<file path="src/rtl/mem_ctrl.sv">
// Memory-side responder: arbitrates instruction-fetch and load/store ports onto a
// byte-serial external RAM bus (read data valid one cycle after its address).
module mem_ctrl #(
  parameter int unsigned ADDR_W = 17
) (
  input  logic              clk,
  input  logic              rst,
  input  logic              rdy,
  input  logic              inst_re,
  input  logic [31:0]       inst_raddr,
  output logic [31:0]       inst_rdata,
  output logic              inst_busy,
  input  logic              data_re,
  input  logic              data_we,
  input  logic [31:0]       data_addr,
  input  logic [1:0]        data_width,
  input  logic [31:0]       data_wdata,
  output logic [31:0]       data_rdata,
  output logic              data_busy,
  input  logic [7:0]        mem_din,
  output logic [7:0]        mem_dout,
  output logic [ADDR_W-1:0] mem_a,
  output logic              mem_wr
);

  typedef enum logic [1:0] {IDLE, IRD, DRD, DWR} state_e;

  state_e              state_q;
  logic [2:0]          cnt_q;
  logic [2:0]          nbytes_q;
  logic [ADDR_W-1:0]   addr_q;
  logic [31:0]         wdata_q;
  logic [31:0]         buf_q;
  logic [ADDR_W-1:0]   iaddr_q;
  logic                ipend_q;
  logic [ADDR_W-1:0]   daddr_q;
  logic [1:0]          dwidth_q;
  logic [31:0]         dwdata_q;
  logic                dwe_q;
  logic                dpend_q;
  logic [31:0]         inst_rdata_q;
  logic [31:0]         data_rdata_q;
  logic                inst_busy_q;
  logic                data_busy_q;
  logic [ADDR_W-1:0]   mem_a_q;
  logic [7:0]          mem_dout_q;
  logic                mem_wr_q;

  logic                inst_acc, data_acc, inst_req, data_req;
  logic                start_data, start_inst;
  logic [ADDR_W-1:0]   sel_daddr, sel_iaddr, issue_addr;
  logic [1:0]          sel_dwidth, cap_idx;
  logic [31:0]         sel_dwdata, rd_word;
  logic                sel_dwe;
  logic [7:0]          wr_byte;

  function automatic logic [2:0] width_bytes(input logic [1:0] w);
    case (w)
      2'b00:   return 3'd1;
      2'b01:   return 3'd2;
      default: return 3'd4;
    endcase
  endfunction

  always_comb begin
    inst_acc   = inst_re & ~inst_busy_q;
    data_acc   = (data_re | data_we) & ~data_busy_q;
    data_req   = dpend_q | data_acc;
    inst_req   = ipend_q | inst_acc;
    start_data = (state_q == IDLE) && data_req;
    start_inst = (state_q == IDLE) && !data_req && inst_req;
    // A pending request was latched earlier; otherwise serve the live strobe.
    sel_daddr  = dpend_q ? daddr_q  : data_addr[ADDR_W-1:0];
    sel_dwidth = dpend_q ? dwidth_q : data_width;
    sel_dwdata = dpend_q ? dwdata_q : data_wdata;
    sel_dwe    = dpend_q ? dwe_q    : data_we;
    sel_iaddr  = ipend_q ? iaddr_q  : inst_raddr[ADDR_W-1:0];
    issue_addr = addr_q + ADDR_W'(cnt_q);
    cap_idx    = 2'(cnt_q - 3'd2);
    wr_byte    = wdata_q[{cnt_q[1:0], 3'b000} +: 8];
    rd_word    = buf_q;
    rd_word[{cap_idx, 3'b000} +: 8] = mem_din;
  end

  always_ff @(posedge clk) begin
    if (rst) begin
      state_q      <= IDLE;
      cnt_q        <= '0;
      nbytes_q     <= '0;
      addr_q       <= '0;
      wdata_q      <= '0;
      buf_q        <= '0;
      iaddr_q      <= '0;
      ipend_q      <= 1'b0;
      daddr_q      <= '0;
      dwidth_q     <= '0;
      dwdata_q     <= '0;
      dwe_q        <= 1'b0;
      dpend_q      <= 1'b0;
      inst_rdata_q <= '0;
      data_rdata_q <= '0;
      inst_busy_q  <= 1'b0;
      data_busy_q  <= 1'b0;
      mem_a_q      <= '0;
      mem_dout_q   <= '0;
      mem_wr_q     <= 1'b0;
    end else if (rdy) begin
      if (data_acc) begin
        data_busy_q <= 1'b1;
        if (!start_data) begin
          dpend_q  <= 1'b1;
          daddr_q  <= data_addr[ADDR_W-1:0];
          dwidth_q <= data_width;
          dwdata_q <= data_wdata;
          dwe_q    <= data_we;
        end
      end
      if (inst_acc) begin
        inst_busy_q <= 1'b1;
        if (!start_inst) begin
          ipend_q <= 1'b1;
          iaddr_q <= inst_raddr[ADDR_W-1:0];
        end
      end

      case (state_q)
        IDLE: begin
          if (start_data) begin
            dpend_q  <= 1'b0;
            addr_q   <= sel_daddr;
            mem_a_q  <= sel_daddr;
            nbytes_q <= width_bytes(sel_dwidth);
            cnt_q    <= 3'd1;
            buf_q    <= '0;
            if (sel_dwe) begin
              state_q    <= DWR;
              wdata_q    <= sel_dwdata;
              mem_dout_q <= sel_dwdata[7:0];
              mem_wr_q   <= 1'b1;
            end else begin
              state_q <= DRD;
            end
          end else if (start_inst) begin
            ipend_q  <= 1'b0;
            addr_q   <= sel_iaddr;
            mem_a_q  <= sel_iaddr;
            nbytes_q <= 3'd4;
            cnt_q    <= 3'd1;
            buf_q    <= '0;
            state_q  <= IRD;
          end
        end
        IRD, DRD: begin
          // cnt_q = k at edge E(k): issue byte k, capture byte k-2.
          cnt_q <= cnt_q + 3'd1;
          if (cnt_q < nbytes_q) mem_a_q <= issue_addr;
          if (cnt_q >= 3'd2) buf_q[{cap_idx, 3'b000} +: 8] <= mem_din;
          if (cnt_q == nbytes_q + 3'd1) begin
            state_q <= IDLE;
            if (state_q == IRD) begin
              inst_rdata_q <= rd_word;
              inst_busy_q  <= 1'b0;
            end else begin
              data_rdata_q <= rd_word;
              data_busy_q  <= 1'b0;
            end
          end
        end
        DWR: begin
          if (cnt_q < nbytes_q) begin
            mem_a_q    <= issue_addr;
            mem_dout_q <= wr_byte;
            mem_wr_q   <= 1'b1;
            cnt_q      <= cnt_q + 3'd1;
          end else begin
            mem_wr_q    <= 1'b0;
            data_busy_q <= 1'b0;
            state_q     <= IDLE;
          end
        end
        default: state_q <= IDLE;
      endcase
    end
  end

  assign inst_rdata = inst_rdata_q;
  assign inst_busy  = inst_busy_q;
  assign data_rdata = data_rdata_q;
  assign data_busy  = data_busy_q;
  assign mem_dout   = mem_dout_q;
  assign mem_a      = mem_a_q;
  assign mem_wr     = mem_wr_q & rdy;

endmodule

</file>
<file path="config.mk">
export PLATFORM = sky130hd
export DESIGN_NAME = mem_ctrl
export DESIGN_NICKNAME = d
export VERILOG_FILES = /design/src/rtl/mem_ctrl.sv
export SDC_FILE = /design/constraint.sdc
export NUM_CORES = 1
export LEC_CHECK = 0
export CAP_MARGIN = 20
export CORE_ASPECT_RATIO = 0.8
export CORE_UTILIZATION = 50
export CTS_BUF_LIST = sky130_fd_sc_hd__clkbuf_8
export DETAILED_ROUTE_END_ITERATION = 8
export PLACE_DENSITY = 0.83
export REMOVE_ABC_BUFFERS = 1
export SYNTH_ARGS = -nofsm -noshare
export SYNTH_HDL_FRONTEND = slang
export SYNTH_SLANG_ARGS = --single-unit
</file>
<file path="constraint.sdc">
create_clock -name clk -period 3.8 [get_ports clk]
set_input_delay 0.95 -clock clk [delete_from_list [all_inputs] [get_ports clk]]
set_output_delay 0.95 -clock clk [all_outputs]
set_load 0.1 [all_outputs]
</file>
# Word-level counts from Yosys, hierarchy flattened
# Cells that the tools add are included.
[classes]
n_eq_ne = 13
shift = 3
div = 0
n_addsub = 5
mul = 0
n_reduce_logical = 23
bitwise = 11
order_cmp = 2
muxes = 53
[ops]
columns = ["operator", "n"]
rows = [
  ["$mux W32", 4],
  ["$mux W17", 5],
  ["$pmux W32 S2", 1],
  ["$pmux W17 S2", 1],
  ["$bwmux W32", 1],
  ["$shift A8 B7 Y32 const A", 1],
  ["$shiftx A32 B6 Y8", 1],
  ["$shiftx A8 B7 Y32", 1],
  ["$mux W8", 3],
  ["$reduce_and A4 Y1", 6],
  ["$mux W1", 22],
  ["$add A17 B3 Y17", 1],
  ["$pmux W8 S2", 1],
  ["$mux W3", 5],
  ["$reduce_and A3 Y1", 5],
  ["$ne A2 B2 Y1 const B", 6],
  ["$mux W2", 5],
  ["$pmux W3 S3", 1],
  ["$neg A5 Y7", 1],
  ["$add A3 B1 Y3 const B", 2],
  ["$pmux W2 S3", 1],
  ["$pmux W3 S2", 1],
  ["$reduce_bool A2 Y1", 3],
  ["$not A1 Y1", 5],
  ["17 further kinds", 27],
]
[totals]
latch_bits = 0
mem_bits_rw = 0
romBits = 0
inputBits = 112
memories = 0
regBits = 252
wordCells = 130
output_inout_bits = 92

# Logic depth before layout (Yosys ltp)
[depth]
ltp_word = 11
depth_mapped = 9

# Worst setup path after synthesis
# Ideal clock, no wire load.
[synth_path]
path_type = "input -> output"
start = "input port rdy"
end = "output port mem_wr"
n_path_buf = 1
cell_stages = 2
required_time_ns = 2.850
slack_ns = 0.965
arrival_ns = 1.885
path_cell_list = "buf_2 -> and2_1"
[synth_via]
elab_chain_cells = 1
[synth_lines]
columns = ["item", "line", "rtl"]
rows = [
  ["start: declaration", "8", "input logic rdy,"],
  ["$and A1 B1 Y1", "192", "assign mem_wr = mem_wr_q & rdy;"],
  ["end: declaration", "23", "output logic mem_wr"],
]
# No other way between the ends.

# Worst setup path in the final report
[layout_path]
start = "register cnt_q[1]"
end = "register inst_rdata_q[22], in the netlist inst_rdata[22]"
[layout_via]
elab_chain_cells = 4
elab_cells_between_ends = 7
[layout_lines]
columns = ["item", "line", "rtl"]
rows = [
  ["start: declaration", "29", "logic [2:0] cnt_q;"],
  ["start signal: assignment", "155", "cnt_q <= cnt_q + 3'd1;"],
  ["start signal: assignment", "174", "cnt_q <= cnt_q + 3'd1;"],
  ["$sub A2 B2 Y2", "79", "cap_idx = 2'(cnt_q - 3'd2);"],
  ["$neg A5 Y7", "82", "rd_word[{cap_idx, 3'b000} +: 8] = mem_din;"],
  ["$shiftx A8 B7 Y32 / $shift A8 B7 Y32 (equally long branches)", "82", ""],
  ["$bwmux W32", "82", ""],
  ["end signal: assignment", "161", "inst_rdata_q <= rd_word;"],
  ["end: declaration", "41", "logic [31:0] inst_rdata_q;"],
]
# Parallel ways exist; a longest one is shown, timed or not.
# A chain may end at the register's enable or synchronous reset.

==> results.py <==
metrics = {
    "worst_setup_path": {
        "cp.arrival_ns": 3.56,
        "critPathMaxStageDelay_ns": 0.98,
        "cp-end-kind": "register",
        "crit_chain": "inv_1 -> ha_1 -> nor4b_2 -> a21oi_1 -> a211oi_1",
        "cp.buffers_inverters": 1,
        "reg2reg_setup_slack_ns": 0.68,
        "cp-start-kind": "register",
        "cp.required_ns": 4.24,
        "critPathKind": "reg2reg",
        "worst-path-max-fanout": 19,
        "crit_family": "flip-flops",
        "slowest_stage": "dfxtp_1",
    },
    "clock_tree": {
        "root_buffer": "clkbuf_8",
        "cts_tree": "done",
        "path_clk_slew_ns": 0.07,
        "cts_buffer_depth": 3,
        "ctsHoldBuffers": 0,
        "cts.sinks": 252,
        "worstSkewPairLatency_ns": 0.55,
        "htreeDepth": 2,
        "cts_buffers": 41,
        "post_cts_buffers": 0,
        "cts_resized": 0,
    },
    "power_and_ir_drop": {
        "leakage_nw": 4.83,
        "p_seq_frac": 0.349,
        "p_int_mw": 5.57,
        "p_sw_mw": 4.10,
        "clock_power_share": 0.250,
        "p_sw_frac": 0.424,
        "p_per_area_nw_per_um2": 685,
        "peakVddDrop_mv": 0.731,
        "comb_power_share": 0.402,
    },
    "floorplanning": {
        "rows": 49,
        "fp.dieArea_um2": 23500,
        "initial_core_util": 0.509,
        "die_x_um": 171,
        "ios": 204,
        "core-area_um2": 22500,
        "fp.dieH_um": 137,
    },
    "route": {
        "drt-initial-drc-count": 566,
        "drc": 0,
        "via_per_inst": 5.57,
        "wl_per_cell_um": 16.7,
        "wirelength_um": 28400,
        "final_antenna_net_count": 0,
        "dr.pass1.iters": 5,
        "vias": 9475,
    },
    "sta": {
        "timing.final.hold_violations": 0,
        "max_freq_ghz": 0.321,
        "final_max_slew_viol_count": 0,
        "worst_pin_slew_ns": 1.13,
        "max-slew-margin-rel": 0.246,
        "final-setup-viol-count": 0,
        "finalClockSkew_ns": 0.0273,
        "fin_crit_ns": 3.12,
        "fin_crit_sh": 0.820,
        "rsz0062_at_grt": "false",
    },
    "cells_and_area": {
        "ff_latch_area_um2": 5050,
        "nFillCells": 1855,
        "drive_above_1_share": 0.128,
        "post-route-util": 0.627,
        "final_nets": 1498,
        "multi_input_area_um2": 5880,
        "areaGrowthSynthToFinish_pct": 23.2,
        "layout.cells.non_filler": 1701,
        "diodes": 0,
    },
    "run_status": {
        "status": "finished, final reports clean",
    },
    "synthesis": {
        "synth_adder_area_share": 0.0203,
        "syn-cell-area_um2": 11500,
        "synth.area.mux_share": 0.118,
        "synth_top_family_by_area": "compound AO/OA/AOI/OAI gates",
        "synth_area_per_cell_um2": 9.38,
        "synth-simple-area-share": 0.150,
        "yosysWarnings": 0,
        "async_flop_share": 0,
        "seq_area_frac_synth": 0.440,
        "synth_cells": 1222,
        "synth_cell_types": 68,
        "ys_seq_elements": 252,
        "synthXorXnorAreaFrac": 0.0120,
        "synth_edf_count": 0,
        "synth_compound_area_frac": 0.209,
        "synth_flop_cell": "dfxtp_1",
    },
    "global_route": {
        "grt_max_degree": 82,
        "grt_usage": 0.238,
        "antenna_found_initial": 0,
        "grt_pass1_wl_um": 44800,
        "grt_pass1_vias": 8957,
        "grt-ovfl-total": 0,
    },
    "placement": {
        "dpl.hpwl_um": 18800,
        "io_buffers": 173,
        "place_congestion": 0.831,
        "place_inst": 1631,
    },
    "hold_path": {
        "hp-class": "reg2reg",
    },
    "run": {
        "cap_violations": 0,
    },
}
-- logic make-up after synthesis --
group                    after synthesis
flip-flops                           252
buffers and inverters                106
AND/OR/NAND/NOR                      397
AO/OA/AOI/OAI                        312
adder cells (fa/ha/maj)               18
multiplexers                         123
XOR/XNOR                              14
-- synth_stat cells, types with 4 or more instances --
master | instances | area (µm²)
nor3_1 | 8 | 40.0
buf_6 | 12 | 135
inv_1 | 11 | 41.3
ha_1 | 17 | 213
buf_2 | 15 | 75.1
xnor2_1 | 8 | 70.1
a211oi_1 | 75 | 563
xor2_1 | 5 | 43.8
o2bb2ai_2 | 20 | 300
o21a_1 | 12 | 90.1
and2_1 | 4 | 25.0
buf_4 | 15 | 113
clkbuf_1 | 47 | 176
nor2_1 | 149 | 559
o2bb2ai_1 | 12 | 105
nand2_1 | 164 | 616
mux4_2 | 6 | 135
nor2b_1 | 36 | 225
nand3_1 | 8 | 40.0
mux2i_1 | 103 | 1030
a211oi_2 | 29 | 363
dfxtp_1 | 252 | 5040
mux2_2 | 12 | 135
a21oi_1 | 118 | 591
a32o_1 | 7 | 70.1
o21ai_0 | 14 | 70.1
nand2b_1 | 4 | 25.0
-- layout make-up --
class                      count  area share
clock inverter                21      0.0112
multi-input combinational    864       0.417
clock buffer                  49      0.0478
inverter                      12     0.00319
sequential                   252       0.358
tap                          306      0.0271
timing repair buffer         197       0.136
-- sequential cells by signal, summed over array words and instances, names as in the netlist --
signal      flops
data_busy       1
buf_q          32
dwdata_q       32
cnt_q           3
dwe_q           1
addr_q         17
mem_a          17
inst_rdata     32
daddr_q        17
mem_dout        8
state_q         2
wdata_q        32
nbytes_q        3
iaddr_q        17
inst_busy       1
data_rdata     32
dwidth_q        2
mem_wr_q        1
ipend_q         1
dpend_q         1
-- worst paths after layout --
check | start | endpoint | depth (start not counted)
worst max-delay path | cnt_q[1]$_SDFFE_PP0P_ | inst_rdata[22]$_SDFFE_PP0P_ | 5
worst min-delay path | mem_wr_q$_SDFFE_PP0P_ | mem_wr_q$_SDFFE_PP0P_ | 2
worst max register to register | cnt_q[1]$_SDFFE_PP0P_ | inst_rdata[22]$_SDFFE_PP0P_ | 5
worst min register to register | mem_wr_q$_SDFFE_PP0P_ | mem_wr_q$_SDFFE_PP0P_ | 2
-- placed cells by master (no fill, tap or decap), types with 3 or more instances in the layout --
cell	instances
inv_1	19
mux2i_1	103
a21oi_1	118
o21ai_0	14
nand2_1	164
clkbuf_8	49
a211oi_1	74
or4_1	3
nand2b_1	4
and2_1	4
nor4_1	3
mux4_2	6
nor3_1	7
o2bb2ai_2	20
o2bb2ai_1	12
xnor2_1	8
clkinv_2	7
nor2b_1	36
nand4_1	3
a211oi_2	29
dfxtp_1	251
buf_4	28
clkdlybuf4s50_1	166
o21a_1	12
nand3_1	8
ha_1	17
nor2_1	149
xor2_1	5
a32o_1	7
mux2_2	12
-- metal layers --
metal | up-vias | global-route usage | routed length, µm
met3 | 51 | 0.0394 | 1710
met1 | 4525 | 0.309 | 12800
met5 | - | 0 | 0
li1 | 4616 | - | -
met2 | 283 | 0.406 | 13300
met4 | 0 | 0.0754 | 631
-- worst register-to-register path: stages (launching register included) --
cell and delay, ns:
dfxtp_1 0.98, inv_1 0.16, ha_1 0.42, nor4b_2 0.83
a21oi_1 0.35, a211oi_1 0.29
-- power by group through the flow --
| stage | combinational [mW] | sequential, mW | clock [mW] |
|---|---|---|---|
| 6_report | 3.88 | 3.37 | 2.41 |
| 5_1_grt | 4.12 | 3.42 | 2.56 |
| 4_1_cts | 3.88 | 3.37 | 2.44 |
| 3_5_place_dp | 3.86 | 3.42 | 0 |
| 3_3_place_gp | 3.79 | 3.40 | 0 |
| 2_1_floorplan | 1.64 | 4.56 | 0 |
-- through the flow --
step,cell area [µm²],hold slack [ns],setup slack (ns),power [mW],TNS [ns]
floorplan,10900,0.425,-0.975,6.21,-64.33
global placement,13300,0.437,0.460,7.19,0
detailed placement,13300,0.441,0.406,7.28,0
CTS,14100,0.453,0.662,9.69,0
global route,14100,0.470,0.409,10.1,0
finish,14100,0.452,0.683,9.67,0
(Power assumes the default switching activity.)
